`src/rtl/sram_controller_pkg.sv`:
```
// Shared constants for the cache-side SRAM controller: FSM encoding, memory base
// and per-transaction halfword counts.
package sram_controller_pkg;

  localparam logic [1:0] ST_IDLE  = 2'd0;
  localparam logic [1:0] ST_WRITE = 2'd1;
  localparam logic [1:0] ST_READ  = 2'd2;
  localparam logic [1:0] ST_DONE  = 2'd3;

  localparam int unsigned BASE_ADDR_DEFAULT = 1024;

  localparam int unsigned WRITE_HALFWORDS = 2;
  localparam int unsigned READ_HALFWORDS  = 4;

  typedef logic [1:0] state_t;

  // Selects the low (h=0) or high (h=1) halfword of a 32-bit word.
  function automatic logic [15:0] halfword_sel(input logic [31:0] word, input logic h);
    return h ? word[31:16] : word[15:0];
  endfunction

endpackage

```
`src/rtl/sram_slot_counter.sv`:
```
// Walks a transaction through its 16-bit slots: WAIT_CYCLES strobe cycles plus
// one hold cycle per slot, advancing the halfword index at each slot boundary.
module sram_slot_counter #(
  parameter int WAIT_CYCLES = 1
) (
  input  logic       clk,
  input  logic       rst,
  input  logic       start,
  input  logic       run,
  input  logic [2:0] num_slots,
  output logic       slot_last,
  output logic       strobe_active,
  output logic [1:0] hw_idx,
  output logic       all_done
);

  localparam int CNT_W = (WAIT_CYCLES < 1) ? 1 : $clog2(WAIT_CYCLES + 1);

  logic [CNT_W-1:0] slot_cnt_reg;
  logic [1:0]       hw_reg;

  always_ff @(posedge clk or posedge rst) begin
    if (rst) begin
      slot_cnt_reg <= '0;
      hw_reg       <= '0;
    end else if (start) begin
      slot_cnt_reg <= '0;
      hw_reg       <= '0;
    end else if (run) begin
      if (slot_last) begin
        slot_cnt_reg <= '0;
        hw_reg       <= hw_reg + 2'd1;
      end else begin
        slot_cnt_reg <= slot_cnt_reg + 1'b1;
      end
    end
  end

  assign slot_last     = (slot_cnt_reg == CNT_W'(WAIT_CYCLES));
  assign strobe_active = (slot_cnt_reg <  CNT_W'(WAIT_CYCLES));
  assign hw_idx        = hw_reg;
  assign all_done      = slot_last && ({1'b0, hw_reg} == (num_slots - 3'd1));

endmodule

```
`src/rtl/sram_controller.sv`:
```
// Cache-side controller for the external asynchronous SRAM: one 32-bit word
// write or one 64-bit block read, split into 16-bit slots with wait states.
module sram_controller
  import sram_controller_pkg::*;
#(
  parameter int          WAIT_CYCLES = 1,
  parameter int unsigned BASE_ADDR   = BASE_ADDR_DEFAULT,
  parameter int          ADDR_W      = 18
) (
  input  logic              clk,
  input  logic              rst,
  input  logic [31:0]       address,
  input  logic [31:0]       wdata,
  input  logic              read,
  input  logic              write,
  output logic [63:0]       rdata,
  output logic              ready,
  output logic [ADDR_W-1:0] sram_addr,
  output logic [15:0]       sram_dq_out,
  input  logic [15:0]       sram_dq_in,
  output logic              sram_dq_oe,
  output logic              sram_we_n,
  output logic              sram_oe_n,
  output logic              sram_ce_n,
  output logic              sram_ub_n,
  output logic              sram_lb_n
);

  state_t            state_reg, state_next;
  logic [ADDR_W-2:0] word_idx_reg;
  logic [31:0]       wdata_reg;
  logic [63:0]       rdata_reg;
  logic              ready_reg;

  logic [31:0]       offset;
  logic [ADDR_W-2:0] word_idx;
  logic              accept, run;
  logic [2:0]        num_slots;
  logic              slot_last, strobe_active, all_done;
  logic [1:0]        hw_idx;
  logic              unused_offset_bits;

  // Addresses below the base wrap modulo the SRAM size rather than faulting.
  assign offset             = address - BASE_ADDR;
  assign word_idx           = offset[ADDR_W:2];
  assign unused_offset_bits = ^{offset[31:ADDR_W+1], offset[1:0]};

  assign accept    = (state_reg == ST_IDLE) && (read || write);
  assign run       = (state_reg == ST_WRITE) || (state_reg == ST_READ);
  assign num_slots = (state_reg == ST_READ) ? 3'(READ_HALFWORDS) : 3'(WRITE_HALFWORDS);

  sram_slot_counter #(
    .WAIT_CYCLES(WAIT_CYCLES)
  ) u_slot_counter (
    .clk          (clk),
    .rst          (rst),
    .start        (accept),
    .run          (run),
    .num_slots    (num_slots),
    .slot_last    (slot_last),
    .strobe_active(strobe_active),
    .hw_idx       (hw_idx),
    .all_done     (all_done)
  );

  always_comb begin
    state_next = state_reg;
    case (state_reg)
      ST_IDLE: begin
        if (write)     state_next = ST_WRITE;
        else if (read) state_next = ST_READ;
      end
      ST_WRITE, ST_READ: begin
        if (all_done) state_next = ST_DONE;
      end
      default: state_next = ST_IDLE;
    endcase
  end

  always_ff @(posedge clk or posedge rst) begin
    if (rst) begin
      state_reg    <= ST_IDLE;
      word_idx_reg <= '0;
      wdata_reg    <= '0;
      rdata_reg    <= '0;
      ready_reg    <= 1'b0;
    end else begin
      state_reg <= state_next;
      ready_reg <= run && all_done;
      if (accept) begin
        // Block reads always start on the even word of the pair.
        word_idx_reg <= write ? word_idx : {word_idx[ADDR_W-2:1], 1'b0};
        wdata_reg    <= wdata;
      end
      if ((state_reg == ST_READ) && slot_last) begin
        rdata_reg[{hw_idx, 4'b0000} +: 16] <= sram_dq_in;
      end
    end
  end

  assign sram_addr   = run ? ({word_idx_reg, 1'b0} + ADDR_W'(hw_idx)) : '0;
  assign sram_dq_out = (state_reg == ST_WRITE) ? halfword_sel(wdata_reg, hw_idx[0]) : 16'h0000;
  assign sram_dq_oe  = (state_reg == ST_WRITE);
  // The final cycle of each write slot keeps address and data stable after the strobe.
  assign sram_we_n   = !((state_reg == ST_WRITE) && strobe_active);
  assign sram_oe_n   = !(state_reg == ST_READ);
  assign sram_ce_n   = 1'b0;
  assign sram_ub_n   = 1'b0;
  assign sram_lb_n   = 1'b0;
  assign rdata       = rdata_reg;
  assign ready       = ready_reg;

endmodule
```
`config.mk`:
```
export PLATFORM = sky130hd
export DESIGN_NAME = sram_controller
export DESIGN_NICKNAME = d
export VERILOG_FILES = /design/src/rtl/sram_controller_pkg.sv /design/src/rtl/sram_slot_counter.sv /design/src/rtl/sram_controller.sv
export SDC_FILE = /design/constraint.sdc
export NUM_CORES = 1
export LEC_CHECK = 0
export ABC_AREA = 0
export CAP_MARGIN = 10
export CORE_MARGIN = 2
export CORE_UTILIZATION = 35
export DETAILED_ROUTE_END_ITERATION = 6
export HOLD_SLACK_MARGIN = 0.15
export PLACE_DENSITY = 0.68
export REMOVE_ABC_BUFFERS = 1
export SYNTH_ARGS = -nofsm -noshare
export SYNTH_HDL_FRONTEND = slang
export SYNTH_SLANG_ARGS = --single-unit
```
`constraint.sdc`:
```
create_clock -name clk -period 6.2 [get_ports clk]
set_input_delay 1.24 -clock clk [delete_from_list [all_inputs] [get_ports clk]]
set_output_delay 1.24 -clock clk [all_outputs]
set_load 0.01 [all_outputs]
```
---- After elaboration in Yosys (flattened, before gate mapping) ----
Index checks and enable logic that the tools add are counted.
word-level totals
  register bits after elaboration ......... 119
  output and inout port bits .............. 105
  logic and storage cells ................. 52
cells by class
  add/sub/neg operators ................... 6
  $lt $le $gt $ge ......................... 1
  equality and inequality tests ........... 5
  shift-type cells ........................ 2
  mux-type cells .......................... 16
  reduce and logical (&&, ||, !) cells .... 15
operator list
  kind                                                    number
  bitwise mux 64 bit                                      1
  variable shift 16 x 8 -> 64 bit (first input constant)  1
  variable part select 16 x 8 -> 64 bit                   1
  two-way mux 16 bit                                      2
  subtractor 19 x 11 -> 19 bit (second input constant)    1
  adder 18 x 2 -> 18 bit                                  1
  two-way mux 18 bit                                      1
  two-way mux 2 bit                                       6
  negator 6 -> 8 bit                                      1
  logical AND 1 bit                                       5
  two-way mux 1 bit                                       4
  one-hot mux 2 bit (2 select lines)                      1
  AND reduction 2 bit                                     2
  nonzero test 2 bit                                      2
  equality test 2 x 3 -> 1 bit                            1
  two-way mux 3 bit                                       1
  != test 3 bit (second input constant)                   1
  subtractor 3 x 1 -> 3 bit (second input constant)       1
  adder 2 x 1 -> 2 bit (second input constant)            1
  equality test 2 x 1 -> 1 bit (second input constant)    1
  equality test 2 bit (second input constant)             1
  zero test 1 bit                                         2
  zero test 2 bit                                         1
  logical OR 1 bit                                        2
  4 further kinds                                         4

---- Logic depth before layout (Yosys ltp) ----
Gate-level depths: netlist of run 1.
  word-level depth ........................ 7
  gate-level depth with buffers ........... 9

---- Modules after synthesis ----
Synthesis of run 1 repeated with hierarchy kept, for this count alone.
second synthesis, totals
  cells, all modules ...................... 440
  area, all modules ....................... 5494.0 um^2
by module, submodules not included
  module             instances  cells each  area each (um^2)
  sram_controller    1          419         5282.6
  sram_slot_counter  1          21          211.5

---- Worst setup path before layout of run 1 ----
No wires, ideal clock.
  kind .................................... register to output
  start ................................... register u_slot_counter.hw_reg[1] (netlist: u_slot_counter.hw_idx[1])
  end ..................................... output port sram_addr[9]
  arrival time ............................ 1621 ps
  required time ........................... 4960 ps
  path slack .............................. 3339 ps
  cell stages (with the launch flop) ...... 5
  buffers on the path ..................... 0
  cell sequence ........................... dfrtp_1 > ha_1 > nand4_1 > or3_2 > a21boi_0
between the ends
  cells in the longest elaborated chain, start to end .. 2
ends and longest elaborated chain
  item                    RTL line                 source
  from (decl)             sram_slot_counter.sv:20  logic [1:0] hw_reg;
  from (signal assigned)  sram_slot_counter.sv:32  hw_reg <= hw_reg + 2'd1;
  adder 18 x 2 -> 18 bit  sram_controller.sv:101   assign sram_addr = run ? ({word_idx_reg, 1'b0} + ADDR_W'(hw_idx)) : '0;
  two-way mux 18 bit      sram_controller.sv:101
  to (decl)               sram_controller.sv:18    output logic [ADDR_W-1:0] sram_addr,
Every way passes these cells.

---- Worst setup path after layout of run 1 ----
  start ................................... register state_reg[1]
  end ..................................... output port sram_addr[16]
between the ends
  cells in the longest elaborated chain, start to end .. 3
  elaborated cells between the ends (all ways) .. 4
  those cells by class .................... eq/ne (2); mux (1); reduce/logical (1)
ends and longest elaborated chain
  item                                                                        RTL line                source
  from (decl)                                                                 sram_controller.sv:29   state_t state_reg, state_next;
  from (signal assigned)                                                      sram_controller.sv:88   state_reg <= state_next;
  equality test 2 x 1 -> 1 bit / equality test 2 bit (equally long branches)  sram_controller.sv:49   assign run = (state_reg == ST_WRITE) || (state_reg == ST_READ);
  logical OR 1 bit *                                                          sram_controller.sv:49
  two-way mux 18 bit *                                                        sram_controller.sv:101
Mark *: on every way between the ends. The rest lies on a longest branch, timed or not.

==> results.yml, run 1 <==
sta:
  tns_ps: 0
  clock_skew_ps: 9.60
  hold_viol: 0
  timing.fmax_ghz: 0.246
  min_period_ps: 4060
  drv_slew: 0
  worst_pin_slew_ps: 1030
  max-slew-margin-rel_pct: 31.1
  fin_crit_sh_pct: 65.5
  setup_violations: 0
  rsz0062_at_grt: "no"
power:
  ir_worst_vdd_mv: 0.260
  total_power_mw: 3.34
  p_leak_nw: 3.57
  power_density_mw_per_mm2: 423
synthesis:
  synth-seq-area-share_pct: 55.0
  synth-async-reset-ratio_pct: 100
  synth_top_flop_cell: "dfrtp_1"
  synth.top_cell.area_share_pct: 55.0
  syn_avg_cell_area_sq_um: 10.4
  synth_commonest_cells: "138 x nand2_1, 119 x dfrtp_1, 67 x a22o_1"
  synth_top_area_cell: "dfrtp_1"
  ys_ff_latch: 119
  yosys_warnings: 0
  synth_area_leaders: "dfrtp_1 55%, a22o_1 11%, nand2_1 9.6%, mux2i_1 3.5%, ha_1 2.8%"
  yosysMostFrequentCell: "nand2_1"
  synth_enable_flop_cells: 0
  syn_inst: 523
  syn_area_sq_mm: 0.00542
  synth_cell_types: 39
worst_setup_path:
  cp_max_fo: 30
  cp-start-kind: "flop"
  end_kind: "primary output"
  path_class: "flop to primary output"
  regToRegSetupSlack_ps: 3750
  arrival_ps: 2820
  cp_data_required_time_ps: 4960
  worstPathCellList: "inv_1 > ha_1 > nand2_1 > o41ai_1 > clkdlybuf4s50_1"
  path_buf_inv: 2
  crit_family: "adder cells"
  slowest_stage: "ha_1"
  cpPeakStageDelay_ps: 830
grt:
  grt_pass1_wl_um: 23200
  globalRoute.totalOverflow: 0
  grt_usage_pct: 18.1
  grt_pass1_vias: 4537
  grt_max_degree: 81
  antenna_found_initial: 0
finish:
  area_delta_synth_final_pct: 45.8
  largest_register_ffs: 64
  nets: 781
  drive_above_1_share_pct: 5.44
  antenna_cells: 0
floorplan:
  design.core.area_sq_mm: 0.0151
  die_area_sq_mm: 0.0165
  start_util_pct: 35.8
  die_y_um: 128
  placementRows: 45
  io_pins: 189
  fp.dieW_um: 128
routing:
  viasPerCell: 5.01
  drtIter0Drc: 212
  final_antenna_net_count: 0
  vias: 4437
  drcViolationCount: 0
  drtPass1Iterations: 4
  wl_per_cell_um: 16.4
  wl_um: 14500
placement:
  dpl.hpwl_um: 9620
  gp_congestion: 0.740
  port_buffers: 170
clock_tree:
  htreeDepth: 4
  numCtsBuffers: 17
  holdBufCountCts: 0
  clk_pin_slew_ps: 50
  cts_setup_buffers: 0
  clockBufferDepth: 2
  clock-sinks: 119
  cts-root-buf: "clkbuf_16"
  cts_resized: 0
  cts_tree: "done"
  clk_latency_ps: 410
worst_hold_path:
  hold_class: "flop to flop"
run:
  cap_viol_max_count: 0
status:
  outcome: "completed"
worst paths after layout:
path	start	endpoint	cells after the start
worst min register to register	wdata_reg[4]	wdata_reg[4]	2
worst min-delay path	wdata_reg[4]	wdata_reg[4]	2
worst max register to register	u_slot_counter.hw_idx[0]	rdata[54]	6
worst max-delay path	state_reg[1]	sram_addr[16]	5
max in group asynchronous	rst	rdata[62]	3
min in group asynchronous	rst	rdata[18]	2
cell type report:
cell class | instances | area, sq um
fillers | 1351 | 7250
flip-flops and latches | 119 | 2980
multi-input cells | 361 | 2280
repair buffers | 174 | 1730
clock buffers | 23 | 458
well taps | 188 | 235
clock inverters | 9 | 173
inverters | 12 | 47.5
cell families (layout without fill, tap and decap cells):
family	after synthesis	count (layout)	synth area share [%]
flip-flops	119	119	55.0
buffers and inverters	45	218	3.51
XOR/XNOR	18	18	2.91
adder cells (fa/ha/maj)	12	12	2.77
AO/OA/AOI/OAI	91	91	13.6
AND/OR/NAND/NOR	218	218	18.7
multiplexers	19	19	3.51
other	1	3	0.0692
worst register-to-register path, cell delays in order, from the launching register on:
cell	delay, ps
dfrtp_1	310
buf_4	340
inv_1	240
ha_1	280
nor2_1	170
and4_1	780
a22o_1	260
cell usage in the layout, fill, tap and decap left out, types with 12 or more instances in the layout:
master,instances
ha_1,12
o21ai_0,12
nand3_1,12
nand2_1,138
nor2b_1,16
a22o_1,67
clkbuf_16,17
nor2_1,13
mux2i_1,19
clkdlybuf4s50_1,170
and2_1,12
dfrtp_1,119
stage by stage:
stage | hold slack [ps] | area (sq um) | worst slack, ps | instances | utilization, %
3_3_place_gp | 457 | 7270 | 2590 | 854 | 48.0
2_1_floorplan | 445 | 5280 | 1800 | 492 | -
4_1_cts | 474 | 7900 | 2090 | 886 | 52.2
3_5_place_dp | 462 | 7270 | 2560 | 854 | 48.0
6_report | 471 | 7900 | 2140 | 886 | 52.2
5_1_grt | 487 | 7900 | 1850 | 886 | 52.2
layer usage:
metal | up-vias | global-route usage, % | routed length, um
met5 | - | 0 | 0
li1 | 2115 | - | -
met1 | 2152 | 23.1 | 6620
met4 | 0 | 4.59 | 151
met2 | 160 | 29.7 | 6600
met3 | 10 | 6.15 | 1140
power breakdown:
group          switching, mW  internal, mW  total [mW]
logic                  0.568         0.561        1.13
clock network          0.335         0.722        1.06
registers              0.162         0.990        1.15
No activity file was read; power rests on OpenSTA's default activity.
==> run 2: changes to the inputs <==
Clock period 6.2 ns to 4 ns, I/O delays scaled along.
==> run 2 against run 1 <==
Effect of this change: critical endpoint is now sram_addr[15]; via count is 0.61% lower; combinational power up 56%; setup slack got worse by 1700 ps; design area shrank 0.71%.
==> results.yml, run 2 (synthesis results as in run 1) <==
routing:
  viasPerCell: 4.97
  wl_per_cell_um: 16.3
  vias: 4410
  final_antenna_net_count: 0
  drcViolationCount: 0
  drtPass1Iterations: 4
  wl_um: 14400
  drtIter0Drc: 171
placement:
  gp_congestion: 0.748
  dpl.hpwl_um: 9740
  place_inst: 855
  port_buffers: 170
floorplan:
  placementRows: 45
  die_y_um: 128
  io_pins: 189
  fp.dieW_um: 128
  die_area_sq_mm: 0.0165
  design.core.area_sq_mm: 0.0151
  start_util_pct: 35.8
worst_setup_path:
  end_kind: "primary output"
  cp_max_fo: 7
  path_class: "flop to primary output"
  cp-start-kind: "flop"
  cp_data_required_time_ps: 3200
  arrival_ps: 2750
clock_tree:
  holdBufCountCts: 0
  htreeDepth: 4
  clock-sinks: 119
  clk_latency_ps: 410
  cts_setup_buffers: 0
  cts_resized: 0
  cts-root-buf: "clkbuf_16"
  cts_tree: "done"
  clk_pin_slew_ps: 50
  clockBufferDepth: 2
  numCtsBuffers: 17
finish:
  stdcell_count: 887
  area_delta_synth_final_pct: 44.7
  final_common_cell: "clkdlybuf4s50_1"
  antenna_cells: 0
  drive_above_1_share_pct: 5.72
  n_fill_cell: 1351
  largest_register_ffs: 64
  nets: 782
  layout_common_cells: "170 x clkdlybuf4s50_1, 138 x nand2_1, 119 x dfrtp_1, 67 x a22o_1, 19 x mux2i_1"
grt:
  grt_usage_pct: 18.0
  met1_usage_pct: 24.4
  top_usage_layer: "met2"
  antenna_found_initial: 0
  globalRoute.totalOverflow: 0
  grt_use_met3_pct: 4.62
  grt_pass1_wl_um: 23100
  grt_max_degree: 79
  grt_pass1_vias: 4424
  grt_use_met2_pct: 28.1
status:
  outcome: "completed"
sta:
  clock_skew_ps: 6.88
  hold_viol: 0
  max-slew-margin-rel_pct: 33.4
  worst_pin_slew_ps: 999
  setup_violations: 0
  tns_ps: 0
  timing.fmax_ghz: 0.282
  rsz0062_at_grt: "no"
  min_period_ps: 3550
  drv_slew: 0
  fin_crit_sh_pct: 88.7
power:
  p_leak_nw: 3.54
  ir_worst_vdd_mv: 0.339
  total_power_mw: 4.98
  power_density_mw_per_mm2: 635
run:
  cap_viol_max_count: 0
worst_hold_path:
  hold_class: "flop to flop"
==> run 2: path summary, 6_finish.rpt <==
path / to / slack [ps] / cells after the start / start
setup / recovery: sram_addr[15] / 450 / 6 / u_slot_counter.hw_idx[1]
hold / removal: wdata_reg[1] / 470 / 2 / wdata_reg[1]
setup reg to reg: rdata[39] / 1270 / 5 / u_slot_counter.hw_idx[0]
hold reg to reg: wdata_reg[1] / 470 / 2 / wdata_reg[1]
max in group asynchronous: wdata_reg[26] / 2220 / 3 / rst
min in group asynchronous: rdata[34] / 960 / 2 / rst
==> run 2: metal layers <==
metal | share of wire (%) | vias to the layer above | routed length [um]
li1 | - | 2110 | -
met1 | 46 | 2118 | 6670
met2 | 45 | 169 | 6550
met3 | 7.4 | 13 | 1060
met4 | 1.1 | 0 | 158
met5 | 0 | - | 0
==> run 2: power by group <==
group          switching, mW  leakage, nW  internal [mW]
logic                  0.878         1.72          0.879
clock network          0.517        0.266          0.898
registers              0.272         1.56           1.53
total                   1.67         3.54           3.31
==> run 2: stage by stage <==
stage	worst slack (ps)	instance area (sq um)	util, %	hold WS (ps)
detailed placement	891	7290	48.1	461
CTS	426	7840	51.8	474
floorplan	42.5	5280	-	445
global placement	918	7290	48.1	457
global route	243	7840	51.8	494
finish	452	7840	51.8	472
==> run 2: cell type report <==
class / count / area [sq um] / share of cell area [%]
multi-input combinational: 361 / 2280 / 29.0
tap: 188 / 235 / 3.00
clock inverter: 8 / 72.6 / 0.925
inverter: 12 / 47.5 / 0.606
timing repair buffer: 175 / 1750 / 22.3
clock buffer: 24 / 482 / 6.14
sequential: 119 / 2980 / 38.0
==> run 2: critical path, stage by stage, from the launching register on <==
cell,delay [ps]
dfrtp_1,510
ha_1,260
nand3_1,150
nor4_1,480
nand3_1,170
mux2i_1,210
clkdlybuf4s50_1,570
==> run 3: changes to the inputs <==
Settings changed: CTS_BUF_LIST set to sky130_fd_sc_hd__clkbuf_16, HOLD_SLACK_MARGIN 0.15 to 0.03.
==> run 3 against run 2 <==
Effect of this change: highest routed layer unchanged; critical endpoint unchanged; utilization fell by 0.20 points; die area did not move; clock-buffer cell count fell by 7; critical path depth did not move; first-iteration DRC count rose by 13%; clock skew barely moved; global-route usage barely moved; setup slack got worse by 14 ps; sequential power barely moved.
==> results.yml, run 3 (synthesis results as in run 1) <==
finish:
  final_common_cell: "clkdlybuf4s50_1"
  drive_above_1_share_pct: 5.29
  antenna_cells: 0
  layout_common_cells: "170 x clkdlybuf4s50_1, 138 x nand2_1, 119 x dfrtp_1, 67 x a22o_1, 19 x mux2i_1"
  largest_register_ffs: 64
  area_delta_synth_final_pct: 44.2
  final_area_sq_mm: 0.00781
  n_fill_cell: 1355
  nets: 782
  fin_util_pct: 51.6
grt:
  antenna_found_initial: 0
  grt_usage_pct: 17.9
  grt_pass1_wl_um: 23000
  globalRoute.totalOverflow: 0
  grt_max_degree: 79
  grt_pass1_vias: 4421
floorplan:
  io_pins: 189
  placementRows: 45
  die_area_sq_mm: 0.0165
  fp.dieW_um: 128
  start_util_pct: 35.8
  die_y_um: 128
  design.core.area_sq_mm: 0.0151
routing:
  drtPass1Iterations: 4
  drtIter0Drc: 193
  viasPerCell: 4.97
  final_antenna_net_count: 0
  wl_um: 14500
  vias: 4411
  drcViolationCount: 0
  wl_per_cell_um: 16.3
sta:
  hold_viol: 0
  rsz0062_at_grt: "no"
  clock_skew_ps: 6.41
  drv_slew: 0
  fin_crit_sh_pct: 89.1
  max-slew-margin-rel_pct: 33.4
  timing.fmax_ghz: 0.281
  tns_ps: 0
  worst_pin_slew_ps: 1000
  min_period_ps: 3560
  setup_violations: 0
clock_tree:
  clock-sinks: 119
  cts_resized: 0
  cts_setup_buffers: 0
  clockBufferDepth: 2
  htreeDepth: 4
  numCtsBuffers: 17
  cts-root-buf: "clkbuf_16"
  clk_latency_ps: 410
  holdBufCountCts: 0
  cts_tree: "done"
  clk_pin_slew_ps: 50
worst_setup_path:
  r2r_start: "u_slot_counter.hw_idx[0]"
  startpoint: "u_slot_counter.hw_idx[1]"
  r2r-end: "rdata[39]"
  arrival_ps: 2760
  cp_data_required_time_ps: 3200
  crit_path_end: "sram_addr[15]"
  cp-start-kind: "flop"
  r2r_cells: 5
  regToRegSetupSlack_ps: 1270
  cp_max_fo: 7
  path_class: "flop to primary output"
  end_kind: "primary output"
placement:
  dpl.hpwl_um: 9740
  gp_congestion: 0.748
  port_buffers: 170
  dpl_cell_area_sq_mm: 0.00729
power:
  power_density_mw_per_mm2: 629
  p_leak_nw: 3.54
  ir_worst_vdd_mv: 0.339
run:
  cap_viol_max_count: 0
status:
  outcome: "completed"
worst_hold_path:
  hold_class: "flop to flop"
## run 3: critical path: stages (launching register included)
cell	delay [ps]
dfrtp_1	510
ha_1	270
nand3_1	160
nor4_1	480
nand3_1	170
mux2i_1	210
clkdlybuf4s50_1	570
## run 3: cell type report
cell class | instances | area, sq um | share of cell area [%]
Multi-Input combinational cell | 361 | 2280 | 29.1
Tap cell | 188 | 235 | 3.01
Inverter | 12 | 47.5 | 0.608
Timing Repair Buffer | 175 | 1750 | 22.4
Sequential cell | 119 | 2980 | 38.1
Clock inverter | 15 | 98.8 | 1.27
Clock buffer | 17 | 425 | 5.44
## run 3: how the worst min path moves through the flow
stage / to / slack, ps / cells past startpoint / from
floorplan: wdata_reg[0] / 440 / 2 / wdata_reg[0]
global placement: wdata_reg[5] / 460 / 2 / wdata_reg[5]
detailed placement: wdata_reg[1] / 460 / 2 / wdata_reg[1]
CTS: wdata_reg[1] / 470 / 2 / wdata_reg[1]
global route: wdata_reg[4] / 490 / 2 / wdata_reg[4]
finish: wdata_reg[1] / 470 / 2 / wdata_reg[1]
## run 3: report_power, final
group / internal (mW) / total [mW] / switching, mW / leakage [nW]
clock: 0.829 / 1.35 / 0.519 / 0.266
sequential: 1.53 / 1.81 / 0.273 / 1.56
combinational: 0.879 / 1.76 / 0.878 / 1.72
total: 3.24 / 4.91 / 1.67 / 3.54
## run 3: per-layer routing
layer	share of wire [%]	up-vias	global-route usage [%]
met5	0	-	0
met4	1.1	0	6.14
met3	6.9	13	4.62
met2	46	164	28.1
met1	46	2124	24.3
li1	-	2110	-
## run 3: through the flow
| step | std cells | hold WS [ps] | power, mW | worst slack (ps) |
|---|---|---|---|---|
| detailed placement | 855 | 461 | 3.59 | 891 |
| global placement | 855 | 457 | 3.53 | 918 |
| CTS | 887 | 474 | 4.97 | 426 |
| global route | 887 | 494 | 5.25 | 243 |
| finish | 887 | 472 | 4.91 | 437 |
| floorplan | 492 | 445 | 2.76 | 42.5 |
